[src/rtl/step_dir_microstep_writer.sv]
// Purpose : per-line STEP/DIR -> 7-bit electrical phase -> scaled sin/cos coil words,
//           written out one line at a time on the we/regIndex/regData register bus.
// Latency : edge sampled at clk k -> we=1 after clk k+2 (+2 with STEP_SYNC_EN); 3 clks per write.
// Backpr. : none; steps arriving while a line is pending coalesce, phase stays exact.
// Ports   : clk, nRst (sync active-low); step/dir per line; scale (global current);
//           we/regIndex/regData write bus; busy = any line dirty or FSM not idle.
// Config  : STEP_SYNC_EN adds 2-FF synchronizers on step and dir.
module step_dir_microstep_writer #(
    parameter int LINES_NUM = 16,
    parameter int SCALE_W   = 7
) (
    input  logic                 clk,
    input  logic                 nRst,
    input  logic [LINES_NUM-1:0] step,
    input  logic [LINES_NUM-1:0] dir,
    input  logic [SCALE_W-1:0]   scale,
    output logic                 we,
    output logic [15:0]          regIndex,
    output logic [15:0]          regData,
    output logic                 busy
);
    localparam int LW = (LINES_NUM > 1) ? $clog2(LINES_NUM) : 1;

    typedef enum logic [1:0] {IDLE, CALC, WRITE} state_t;

    state_t               state, state_nxt;
    logic [LINES_NUM-1:0] step_s, dir_s, step_prev, edge_v;
    logic [LINES_NUM-1:0] dirty, set_mask, clr_mask;
    logic [6:0]           phase [LINES_NUM];
    logic [SCALE_W-1:0]   scale_q;
    logic                 scale_chg;
    logic [LW-1:0]        ptr, cur, sel;
    logic                 found;
    int                   idx;
    logic [6:0]           cur_phase;
    logic [15:0]          word;

`ifdef STEP_SYNC_EN
    logic [LINES_NUM-1:0] step_m, dir_m;
    // Both signals share the same two-stage delay so dir stays aligned with its step.
    always_ff @(posedge clk) begin
        step_m <= step;
        step_s <= step_m;
        dir_m  <= dir;
        dir_s  <= dir_m;
    end
`else
    assign step_s = step;
    assign dir_s  = dir;
`endif

    // Quarter-wave table: round(127*sin(i*pi/64)), i = 0..32.
    function automatic logic [6:0] sin_tab(input logic [5:0] i);
        case (i)
            6'd0:  sin_tab = 7'd0;   6'd1:  sin_tab = 7'd6;   6'd2:  sin_tab = 7'd12;
            6'd3:  sin_tab = 7'd19;  6'd4:  sin_tab = 7'd25;  6'd5:  sin_tab = 7'd31;
            6'd6:  sin_tab = 7'd37;  6'd7:  sin_tab = 7'd43;  6'd8:  sin_tab = 7'd49;
            6'd9:  sin_tab = 7'd54;  6'd10: sin_tab = 7'd60;  6'd11: sin_tab = 7'd65;
            6'd12: sin_tab = 7'd71;  6'd13: sin_tab = 7'd76;  6'd14: sin_tab = 7'd81;
            6'd15: sin_tab = 7'd85;  6'd16: sin_tab = 7'd90;  6'd17: sin_tab = 7'd94;
            6'd18: sin_tab = 7'd98;  6'd19: sin_tab = 7'd102; 6'd20: sin_tab = 7'd106;
            6'd21: sin_tab = 7'd109; 6'd22: sin_tab = 7'd112; 6'd23: sin_tab = 7'd115;
            6'd24: sin_tab = 7'd117; 6'd25: sin_tab = 7'd120; 6'd26: sin_tab = 7'd122;
            6'd27: sin_tab = 7'd123; 6'd28: sin_tab = 7'd125; 6'd29: sin_tab = 7'd126;
            6'd30: sin_tab = 7'd126; 6'd31: sin_tab = 7'd127; 6'd32: sin_tab = 7'd127;
            default: sin_tab = 7'd0;
        endcase
    endfunction

    // One coil byte {sign, mag}: odd quadrants mirror the table, upper half is negative.
    // A zero magnitude from the table counts as positive (sign bit set).
    function automatic logic [7:0] coil_byte(input logic [6:0] p, input logic [SCALE_W-1:0] s);
        logic [5:0]         ti;
        logic [6:0]         t;
        logic [SCALE_W:0]   s1;
        logic [SCALE_W+7:0] prod;
        logic [6:0]         mag;
        ti   = p[5] ? (6'd32 - {1'b0, p[4:0]}) : {1'b0, p[4:0]};
        t    = sin_tab(ti);
        s1   = {1'b0, s} + 1'b1;
        prod = {{(SCALE_W+1){1'b0}}, t} * {7'd0, s1};
        mag  = 7'(prod >> 7);
        return {~(p[6] && (t != 7'd0)), mag};
    endfunction

    assign edge_v    = step_s & ~step_prev;
    assign scale_chg = (scale != scale_q);
    assign set_mask  = edge_v | {LINES_NUM{scale_chg}};
    assign cur_phase = phase[cur];
    assign word      = {coil_byte(cur_phase + 7'd32, scale_q), coil_byte(cur_phase, scale_q)};
    assign we        = (state == WRITE);
    assign busy      = (|dirty) || (state != IDLE);

    // Round-robin pick of the first dirty line starting at ptr.
    always_comb begin
        found    = 1'b0;
        sel      = '0;
        idx      = 0;
        clr_mask = '0;
        for (int i = 0; i < LINES_NUM; i++) begin
            idx = int'(ptr) + i;
            if (idx >= LINES_NUM) idx = idx - LINES_NUM;
            if (!found && dirty[idx]) begin
                found = 1'b1;
                sel   = LW'(idx);
            end
        end
        if (state == IDLE && found) clr_mask[sel] = 1'b1;
    end

    always_comb begin
        state_nxt = state;
        case (state)
            IDLE:    if (found) state_nxt = CALC;
            CALC:    state_nxt = WRITE;
            WRITE:   state_nxt = IDLE;
            default: state_nxt = IDLE;
        endcase
    end

    always_ff @(posedge clk) begin
        if (!nRst) state <= IDLE;
        else       state <= state_nxt;
    end

    always_ff @(posedge clk) begin
        if (!nRst) begin
            // Previous-value registers load the live inputs so a held step or a
            // static scale does not look like a change right after reset.
            step_prev <= step_s;
            scale_q   <= scale;
            dirty     <= '1;
            ptr       <= '0;
            cur       <= '0;
            regIndex  <= '0;
            regData   <= '0;
            for (int i = 0; i < LINES_NUM; i++) phase[i] <= '0;
        end else begin
            step_prev <= step_s;
            scale_q   <= scale;
            for (int i = 0; i < LINES_NUM; i++) begin
                if (edge_v[i]) phase[i] <= phase[i] + (dir_s[i] ? 7'd1 : 7'd127);
            end
            // A new set on the line being picked wins over its clear.
            dirty <= (dirty & ~clr_mask) | set_mask;
            if (state == IDLE && found) cur <= sel;
            if (state == CALC) begin
                regData  <= word;
                regIndex <= 16'({cur, 1'b0});
            end
            if (state == WRITE) ptr <= (cur == LW'(LINES_NUM - 1)) ? '0 : cur + 1'b1;
        end
    end
endmodule

[config.mk]
export PLATFORM = sky130hd
export DESIGN_NAME = step_dir_microstep_writer
export DESIGN_NICKNAME = d
export VERILOG_FILES = /design/src/rtl/step_dir_microstep_writer.sv
export SDC_FILE = /design/constraint.sdc
export NUM_CORES = 1
export LEC_CHECK = 0
export ABC_AREA = 1
export BUFFER_PORTS_ARGS = -buffer_cell sky130_fd_sc_hd__buf_2
export CORE_UTILIZATION = 69
export DETAILED_ROUTE_END_ITERATION = 8
export PLACE_DENSITY = 0.95
export REMOVE_ABC_BUFFERS = 1
export SYNTH_ARGS = -nofsm -noshare
export SYNTH_HDL_FRONTEND = slang
export SYNTH_SLANG_ARGS = --single-unit
export TNS_END_PERCENT = 30
[constraint.sdc]
create_clock -name clk -period 20.7 [get_ports clk]
set_clock_uncertainty 0.2 [all_clocks]
set_input_delay 2.07 -clock clk [delete_from_list [all_inputs] [get_ports clk]]
set_output_delay 2.07 -clock clk [all_outputs]
set_load 0.03 [all_outputs]
Word-level counts from Yosys, hierarchy flattened
Memory sizes are Yosys's and may differ from the RTL's. A register that Yosys moved wholly into a read port is not among the register bits.
Cells that the tools add are included.
- flip-flop bits (word level): 69
- latch bits: 0
- input port bits: 41
- word-level logic and storage cells: 355
- memory bits (read-only): 896
- memory bits (writable): 112
- memories: 3
- output and inout port bits: 34
- memory list (name ; words ; bits a word ; rd ports ; clocked after memory_dff ; wr ports ; RTL line ; source):
    (name not given) ; 64 ; 7 ; 1 ; 0 ; 0 ; 54 ; case (i)
    (name not given) ; 64 ; 7 ; 1 ; 0 ; 0 ; 54 ;
    phase ; 16 ; 7 ; 17 ; 1 ; 16 ; 29 ; logic [6:0] phase [LINES_NUM];
- $mul: 2
- bitwise logic cells: 24
- shift-type cells: 0
- magnitude comparators: 34
- divide/modulo/power cells: 0
- multiplexer cells: 187
- reductions and logical operators: 40
- add/sub/neg operators: 52
- eq/ne operators: 5
- operator list (kind ; count):
    32-bit by 6-bit < comparator with 1-bit output (second input constant) ; 16
    32-bit 2-to-1 mux ; 16
    7-bit 2-to-1 mux ; 32
    7-bit adder ; 16
    1-bit 2-to-1 mux ; 98
    5-bit by 5-bit subtractor with 6-bit output (second input constant) ; 15
    4-bit 2-to-1 mux ; 19
    5-bit greater-or-equal comparator (second input constant) ; 15
    1-bit binary-select mux with 4-bit select ; 16
    4-bit by 4-bit adder with 5-bit output (second input constant) ; 8
    16-bit AND ; 2
    16-bit NOT ; 2
    16-bit bitwise OR ; 2
    7-bit by 8-bit multiplier with 14-bit output ; 2
    4-bit by 3-bit adder with 5-bit output (second input constant) ; 4
    1-bit logical AND ; 19
    16-bit 2-to-1 mux ; 1
    1-bit bitwise OR ; 16
    16-bit OR reduction ; 1
    1-bit zero test ; 15
    7-bit nonzero test ; 2
    6-bit 2-to-1 mux ; 2
    6-bit by 5-bit subtractor with 6-bit output (first input constant) ; 2
    4-bit by 2-bit adder with 5-bit output (second input constant) ; 2
    20 further kinds ; 21

Depth between registers and ports, before layout
- depth in word-level cells: 59
- mapped depth: 42
- depth with buffers taken out: 41

Worst setup path before layout
OpenSTA, ideal clock, no wires.
- path type: register -> register
- start: register (tool-made name)
- end: register regData[6]
- setup slack: 13.588 ns
- buffers on the path: 2
- data required time: 20.383 ns
- stages on the path, launching flop included: 37
- data arrival time: 6.794 ns
- library setup time: 0.117 ns
- clock period less this slack: 7.112 ns
- cells stage by stage: dfxtp_1 > buf_4 > inv_2 > buf_4 > nor2_1 > o21ai_0 > nand3_1 > nand3_1 > nand2_1 > inv_1 > ha_1 > inv_1 > nand2_1 > o21ai_0 > inv_1 > ha_1 > o21ai_0 > o21ai_0 > o21ai_0 > and2_1 > inv_1 > nor2_1 > fa_1 > fa_1 > fa_1 > inv_1 > fa_1 > inv_1 > ha_1 > nand4_1 > or2_2 > o21bai_1 > nand2_1 > nand3_1 > nand2_1 > nor2_1 > nor2_1
- RTL lines (what ; RTL line ; source):
    end signal: assignment ; 148 ; regData <= word;
    end: declaration ; 19 ; output logic [15:0] regData,

==> results.cfg <==
[outcome]
status = completed

[cts]
postCtsSetupRepairBufs = 0
path_clk_slew_ns = 0.09
tritoncts.num_buffers = 17
clockBufferDepth = 2
cts_resized = 0
cts_tree = yes
hold_buffers = 0
cts.sinks = 185
clock_latency_ns = 0.44
htreeDepth = 4
root_buffer = clkbuf_16

[sta]
slew_violations = 0
max_clock_freq_ghz = 0.111
finalSetupViolCount = 0
holdWs_ns = 0.289
grt_setup_unrepaired = false
post-route-min-period_ns = 9.00
tightest_slew_ns = 1.25
max_slew_margin_pct = 15.7
finalHoldViolations = 0
setup_tns_ns = 0
period_share_pct = 43.5

[global_route]
track_usage_pct = 37.0
grt_pass1_vias = 16400
antenna_found_initial = 1
grt_pass1_wl_mm = 77.1
grt_overflow_total = 0
grt_max_degree = 68

[synth]
synthTopCellsByCount = 496 x nand2_1, 359 x inv_1, 350 x nor2_1
ys_seq_area_share_pct = 27.8
ys_warn_count = 0
synth.most_common_cell = nand2_1
synth_top_area_share_pct = 19.4
synth_edf_count = 112
synth_cells = 2397
ys_types = 54
synthArstFlopShare_pct = 0
synth.avg_cell_area_sq_um = 7.24
yosys.area.top_type = edfxtp_1
synth_area_leaders = edfxtp_1 19%, ha_1 12%, nand2_1 11%
synth_flop_cell = edfxtp_1
syn_area_sq_um = 17400
ys_ff_latch = 185

[floorplanning]
ios = 75
initial_core_util_pct = 71.0
rows = 57
die_w_um = 161
die_h_um = 161
core_area_sq_um = 24500
dieArea_sq_um = 25800

[final_layout]
post-route-util_pct = 75.2
drive_gt1_share_pct = 6.25
fill_cells = 1790
seqCellArea_sq_um = 4830
final_nets = 2716
area_growth_pct = 5.97
multi_input_area_sq_um = 10800
design_area_sq_um = 18400

[route]
first_iter_violations = 2022
totalWireLength_mm = 46.9
wl_per_cell_um = 16.9
drc = 0
routed-via-count = 16800
antenna_left = 0
via_per_inst = 6.08
drt-pass1-iter-count = 7

[power]
ir_worst_vdd_mv = 0.323
total_power_w = 0.00339
leakage_nw = 9.52
power.density_nw_per_um2 = 184

[placement]
hpwlAfterDp_mm = 34.6
finalWeightedCongestion = 0.957
port_buffers = 62
post_dp_cell_area_sq_um = 17800

[critical_path]
crit_required_ns = 20.86
path_delay_family = adder cells
worstSetupEndpointType = flop
critPathKind = reg -> reg
cp-start-kind = flop
slowest_delay_ns = 0.78
timing.critical_path.buf_inv = 8
cp_slowest_cell = dfxtp_1
cp_common_cell = nand2_1
cp.arrival_ns = 9.16
worstPathMaxFanout = 38

[job]
max_cap_viol_count = 0

[hold_path]
hp-class = reg -> reg
flip-flops by register name, indices dropped and copies added (netlist names), named ones only:
register / cells
cur: 4
dirty: 16
step_prev: 16
phase: 112
regData: 16
scale_q: 7
regIndex: 4
ptr: 4
state: 2
placed cells by master, fill, tap and decap left out, types with 5 or more instances in the layout:
cell type  Yosys  routed
xor2_1        27      27
a211oi_1       9       9
buf_2         19      62
nand3_2        7       7
or2_2         13      13
a21oi_1      123     123
xnor2_1       20      20
inv_1        359     359
a31oi_1       21      21
nor2_1       350     350
buf_4         19       9
fa_1          70      70
ha_1         170     170
nand4_1       23      23
edfxtp_1     112     112
nor3b_1       18      18
clkbuf_16      0      17
a21o_1         7       7
o21ai_1       12      13
o21ai_0      124     123
conb_1         1      12
and2_1         6       6
nand2_1      496     496
o211ai_1      22      22
nor3_1        14      14
inv_2          7       7
nand3_1      201     201
o221ai_1       5       5
dfxtp_1       73      72
nand2_2        7       7
area by class of cell:
type	count	share of cell area (%)
multi-input combinational	1792	58.9
antenna	1	0.0136
clock buffer	18	2.33
tap	324	2.20
sequential	185	26.2
clock inverter	13	0.721
timing repair buffer	71	2.05
inverter	368	7.52
report_power, final:
| group | switching (W) | internal, W | leakage [nW] |
|---|---|---|---|
| registers | 0.0000334 | 0.000435 | 1.79 |
| logic | 0.00166 | 0.000939 | 7.46 |
| clock network | 0.000168 | 0.000160 | 0.273 |
worst register-to-register path: cells and delay by family, from the launching register on:
| kind | cells | cell delay, ns |
|---|---|---|
| compound gates | 6 | 1.32 |
| fa+ha+maj | 7 | 3.12 |
| buf+inv | 8 | 1.46 |
| flops | 1 | 0.78 |
| simple gates | 15 | 2.04 |
stage by stage:
step | instances | setup slack [ns]
after global routing | 2772 | 10.94
after CTS | 2771 | 11.91
after global placement | 2740 | 12.33
after floorplan | 2345 | 12.22
after detailed placement | 2740 | 11.93
final | 2772 | 11.70
per-layer routing:
layer	routed length, um	GRT usage (%)	vias up
li1	-	-	7867
met1	18100	46.3	7758
met2	22100	61.6	1000
met3	4400	6.04	221
met4	2230	19.6	0
met5	0	0	-
kinds of logic (layout without fill, tap and decap cells):
kind of cell / after synthesis / after routing / share of synthesized area, %
buffers and inverters: 431 / 470 / 10.0
AND/OR/NAND/NOR: 1154 / 1154 / 28.5
other: 1 / 13 / 0.0216
AO/OA/AOI/OAI: 337 / 337 / 10.8
XOR/XNOR: 49 / 49 / 2.56
flip-flops: 185 / 185 / 27.8
adder cells (fa/ha/maj): 240 / 240 / 20.3
final timing paths:
check / startpoint / endpoint / slack, ns / depth (start not counted)
max: flop / regData[3] / 11.70 / 36
min reg2reg: dirty[5] / dirty[5] / 0.29 / 2
min: dirty[5] / dirty[5] / 0.29 / 2
max reg2reg: flop / regData[3] / 11.70 / 36
(Power assumes the default switching activity.)
